<file path="src/rtl/prio_enc_seq.sv">
// Registered N-input priority encoder with sticky request latching and a valid/ready output.
// Define PRIO_ENC_RR_EN for round-robin priority; default is fixed priority (highest index wins).
module prio_enc_seq #(
    parameter int N     = 8,
    parameter int IDX_W = 3
) (
    input  logic             clk,
    input  logic             rst_n,
    input  logic [N-1:0]     req,
    input  logic             out_ready,
    output logic             out_valid,
    output logic [IDX_W-1:0] out_idx,
    output logic             none_on,
    output logic [IDX_W:0]   pend_cnt
);

    logic [N-1:0]     pend_q, pend_d, clr;
    logic             out_valid_q, out_valid_d;
    logic [IDX_W-1:0] out_idx_q, out_idx_d, sel;
    logic             none_on_q;
    logic [IDX_W:0]   pend_cnt_q, cnt_d;
    logic             slot_free, any_pend, load;

    function automatic logic [IDX_W-1:0] hi_idx(input logic [N-1:0] v);
        logic [IDX_W-1:0] r;
        r = '0;
        for (int unsigned i = 0; i < N; i++) begin
            if (v[i]) r = IDX_W'(i);
        end
        return r;
    endfunction

`ifdef PRIO_ENC_RR_EN
    logic [IDX_W-1:0] ptr_q, ptr_d;
    logic [N-1:0]     low_mask, low_pend;

    // Search ptr..0 first, then wrap to N-1..ptr+1: split pend at ptr and prefer the lower slice.
    always_comb begin
        low_mask = '0;
        for (int unsigned i = 0; i < N; i++) begin
            low_mask[i] = (IDX_W'(i) <= ptr_q);
        end
        low_pend = pend_q & low_mask;
        sel      = (|low_pend) ? hi_idx(low_pend) : hi_idx(pend_q);
        ptr_d    = ptr_q;
        if (load) ptr_d = (sel == '0) ? IDX_W'(N - 1) : sel - IDX_W'(1);
    end
`else
    always_comb sel = hi_idx(pend_q);
`endif

    always_comb begin
        slot_free   = ~out_valid_q | out_ready;
        any_pend    = |pend_q;
        load        = slot_free & any_pend;
        clr         = load ? (N'(1) << sel) : '0;
        pend_d      = (pend_q & ~clr) | req;
        out_valid_d = slot_free ? any_pend : out_valid_q;
        out_idx_d   = load ? sel : out_idx_q;
        cnt_d       = '0;
        for (int unsigned i = 0; i < N; i++) begin
            cnt_d = cnt_d + (IDX_W + 1)'(pend_d[i]);
        end
    end

    always_ff @(posedge clk or negedge rst_n) begin
        if (!rst_n) begin
            pend_q      <= '0;
            out_valid_q <= 1'b0;
            out_idx_q   <= '0;
            none_on_q   <= 1'b1;
            pend_cnt_q  <= '0;
`ifdef PRIO_ENC_RR_EN
            ptr_q       <= IDX_W'(N - 1);
`endif
        end else begin
            pend_q      <= pend_d;
            out_valid_q <= out_valid_d;
            out_idx_q   <= out_idx_d;
            none_on_q   <= ~(|pend_d) & ~out_valid_d;
            pend_cnt_q  <= cnt_d;
`ifdef PRIO_ENC_RR_EN
            ptr_q       <= ptr_d;
`endif
        end
    end

    assign out_valid = out_valid_q;
    assign out_idx   = out_idx_q;
    assign none_on   = none_on_q;
    assign pend_cnt  = pend_cnt_q;

endmodule

</file>
<file path="config.mk">
export PLATFORM = sky130hd
export DESIGN_NAME = prio_enc_seq
export DESIGN_NICKNAME = d
export VERILOG_FILES = /design/src/rtl/prio_enc_seq.sv
export SDC_FILE = /design/constraint.sdc
export NUM_CORES = 1
export LEC_CHECK = 0
export CORE_MARGIN = 2
export CORE_UTILIZATION = 30
export CTS_CLUSTER_SIZE = 8
export DETAILED_ROUTE_END_ITERATION = 16
export PLACE_DENSITY = 0.63
export SETUP_SLACK_MARGIN = 0.5
export SLEW_MARGIN = 20
export SYNTH_ARGS = -nofsm -noshare
export SYNTH_HDL_FRONTEND = slang
export SYNTH_SLANG_ARGS = --single-unit
</file>
<file path="constraint.sdc">
create_clock -name clk -period 4.8 [get_ports clk]
set_clock_uncertainty 0.2 [all_clocks]
set_input_delay 0.72 -clock clk [delete_from_list [all_inputs] [get_ports clk]]
set_output_delay 0.72 -clock clk [all_outputs]
set_load 0.005 [all_outputs]
</file>
==> flow_metrics.tcl <==
set metrics [dict create \
    post-route-drc-count 0 \
    worst_setup_path_end_kind "flip-flop" \
    fin_tns_setup_ns 0 \
    final_cell_mix "sky130_fd_sc_hd__clkdlybuf4s50_1, sky130_fd_sc_hd__dfrtp_1, sky130_fd_sc_hd__inv_1, sky130_fd_sc_hd__a21oi_1" \
    ys_types 26 \
    setup_viol_count_final 0 \
    postSynthAreaPerCell_um2 11.1 \
    overall_global_routing_usage_pct 12.2 \
    design.portCount 20 \
    timing.rr.start "pend_q[4]$_DFF_PN0_" \
    synthTopCellsByArea "sky130_fd_sc_hd__dfrtp_1, sky130_fd_sc_hd__fa_1, sky130_fd_sc_hd__ha_1, sky130_fd_sc_hd__inv_1, sky130_fd_sc_hd__a21oi_1" \
    synth_nets 98 \
    synth_simple_gate_area_share_pct 16.1 \
    post_synth_mux_area_share_pct 1.28 \
    ir_drop_uv 194 \
    port-buffer-count 19 \
    total_leakage_power_uw 0.000443 \
    n_antenna_cell 0 \
    synth-warning-count 0 \
    initialDrtViolationCount 5 \
    largest_family_of_logic_cells_by_synthesized_area "simple AND/OR/NAND/NOR gates" \
    cts-hold-fix-buffers 0 \
    synth_area_um2 881 \
    hold_class "flip-flop to flip-flop" \
    worst_pin_slew_ns 0.770 \
    drv_slew 0 \
    grt.overflow.total 0 \
    final_layout_size_suffix_gt1_share_pct 10.8 \
    yosysTopAreaCellShare_pct 45.5 \
    power_density_mw_per_mm2 249 \
    clock_pin_slew_reported_for_the_worst_setup_and_hold_paths_after_clock_tree_synthesis_ns 0.10 \
    worst-setup-path-type "primary input to flip-flop" \
    global_route_wire_length_before_repair_um 3100 \
    area_growth_syn_to_layout_pct 29.7 \
    viasPerCell 4.71 \
    grt_max_degree 18 \
    placedCellCount 129 \
    floorplan.initialDensity_pct 31.7 \
    setup.worst_path.start_class "primary input" \
    num_rows 19 \
    ys_seq_area_share_pct 48.4 \
    core_mm2 0.00278 \
    maximum_count_of_clock_buffers_along_a_single_path 2 \
    clock_tree.htree_level_count 1 \
    via_count 627 \
    synth_compound_gate_area_share_pct 12.1 \
    tritoncts "done" \
    drtAntennaViolNets 0 \
    synth_xor_area_share_pct 0.994 \
    inserted_clock_buffers 3 \
    dr.pass1.iters 4 \
    final_min_period_over_clock_period_pct 85.9 \
    grt_pass1_vias 715 \
    die-area_mm2 0.00339 \
    routedWlPerCell_um 12.9 \
    fin_cells 133 \
    gp_congestion 0.771 \
    cell_count_after_synthesis 79 \
    post-dp-hpwl_um 1380 \
    post-route-min-period_ns 4.12 \
    arrival_ns 4.11 \
    critPathMaxFanout 3 \
    fmax_mhz 242 \
    numClockSinks 17 \
    ys_seq_elements 17 \
    buffer_cell_driving_the_clock_tree_root "sky130_fd_sc_hd__clkbuf_4" \
    worst_slew_margin_rel_pct 48.5 \
    crit_path_start "out_ready" \
    status "finished clean" \
    fp.dieH_um 58.2 \
    timing.final.hold_violations 0 \
    post_synth_fa_ha_maj_area_fraction_pct 14.8 \
    route.final.wire_length_um 1710 \
    fin_nets 122 \
    antenna_found_initial 0 \
    post-synth-top-area-cell "sky130_fd_sc_hd__dfrtp_1" \
    worstSkewPairLatency_ns 0.29 \
    ff_latch_area_um2 427 \
    grt_setup_unrepaired "false" \
    worstHoldStart "out_idx[1]$_DFFE_PN0P_" \
    final_common_cell "sky130_fd_sc_hd__clkdlybuf4s50_1" \
    num-fill-cells 273 \
    die-width_um 58.2 \
    max_cap_viol_count 0 \
    multi_input_logic_area_um2 408 \
    worst-endpoint-required_ns 4.78 \
]
## metrics by stage
stage	area [um2]	setup slack [ns]	hold slack, ns	power (uW)	utilization (%)
floorplan	881	0.857	0.224	178	-
CTS	1130	0.599	0.313	289	40.7
finish	1140	0.675	0.306	284	41.1
detailed placement	1110	0.299	0.287	211	39.8
global placement	1110	0.355	0.271	209	39.8
global route	1140	0.521	0.342	298	41.1
## routing by layer
layer  part of all wire, %  track usage (%)  up-vias
met5                     0                0        -
met4                  0.99             7.31        0
met3                   4.0             2.01        2
met2                    50             20.0       13
met1                    45             15.0      303
li1                      -                -      309
## synth_stat cells (all sizes together)
| cell | n |
|---|---|
| dfrtp | 16 |
| inv | 12 |
| a21oi | 7 |
| a21o | 4 |
| fa | 4 |
| ha | 4 |
| nor2 | 4 |
| o21ai | 4 |
| nand2b | 3 |
| nor2b | 3 |
| nor4 | 3 |
| nand2 | 2 |
| nand3b | 2 |
| o31ai | 2 |
| a31oi | 1 |
| and2b | 1 |
| buf | 1 |
| dfstp | 1 |
| mux2 | 1 |
| nor3 | 1 |
| or2 | 1 |
| or4 | 1 |
| xnor2 | 1 |
## final timing paths
check | end | slack [ns] | cells after the start
worst max-delay path | pend_cnt[1]$_DFF_PN0_ | 0.68 | 15
worst min-delay path | out_idx[1]$_DFFE_PN0P_ | 0.31 | 1
worst max register to register | pend_cnt[1]$_DFF_PN0_ | 0.90 | 14
worst min register to register | out_idx[1]$_DFFE_PN0P_ | 0.31 | 1
max in group asynchronous | pend_cnt[3]$_DFF_PN0_ | 3.24 | 1
min in group asynchronous | out_idx[0]$_DFFE_PN0P_ | 0.67 | 1
## cell families (layout without fill, tap and decap cells)
| group | after synthesis | in the layout |
|---|---|---|
| simple gates | 21 | 21 |
| xor+xnor | 1 | 1 |
| fa+ha+maj | 8 | 8 |
| mux | 1 | 1 |
| flops | 17 | 17 |
| buf+inv | 13 | 36 |
| compound gates | 18 | 18 |
## state kept, by name (all words and copies together), names as in the netlist
register	flops
none_on	1
pend_q	8
out_idx	3
out_valid	1
pend_cnt	4
## layout make-up
| type | instances | area share [%] |
|---|---|---|
| Sequential cell | 17 | 37.3 |
| Multi-Input combinational cell | 49 | 35.7 |
| Timing Repair Buffer | 20 | 17.3 |
| Inverter | 12 | 3.94 |
| Tap cell | 31 | 3.40 |
| Clock buffer | 4 | 2.30 |
## power by group
part           total (uW)  internal [uW]  leakage [uW]  switching (uW)
Combinational        49.3           29.8      0.000258            19.5
Clock                76.6           32.3     0.0000150            44.3
Sequential            158            152      0.000170            5.73
## repair_timing
action | 4_1_cts | 5_1_grt
hold endpoints to repair | 0 | 0
resized for setup | 0 | 3
buffers inserted | 0 | 0
setup endpoints to repair | 0 | 2
## worst max-delay path, cell delays in order
cell	delay [ns]
sky130_fd_sc_hd__clkdlybuf4s50_1	0.42
sky130_fd_sc_hd__nor2b_2	0.15
sky130_fd_sc_hd__and2b_1	0.23
sky130_fd_sc_hd__nand3b_1	0.13
sky130_fd_sc_hd__a21oi_2	0.09
sky130_fd_sc_hd__fa_1	0.53
sky130_fd_sc_hd__inv_1	0.05
sky130_fd_sc_hd__fa_1	0.47
sky130_fd_sc_hd__inv_1	0.05
sky130_fd_sc_hd__fa_1	0.45
sky130_fd_sc_hd__inv_1	0.07
sky130_fd_sc_hd__ha_1	0.16
sky130_fd_sc_hd__inv_1	0.06
sky130_fd_sc_hd__fa_1	0.49
sky130_fd_sc_hd__inv_1	0.04
Note: power is estimated with default switching activity, not from simulation.
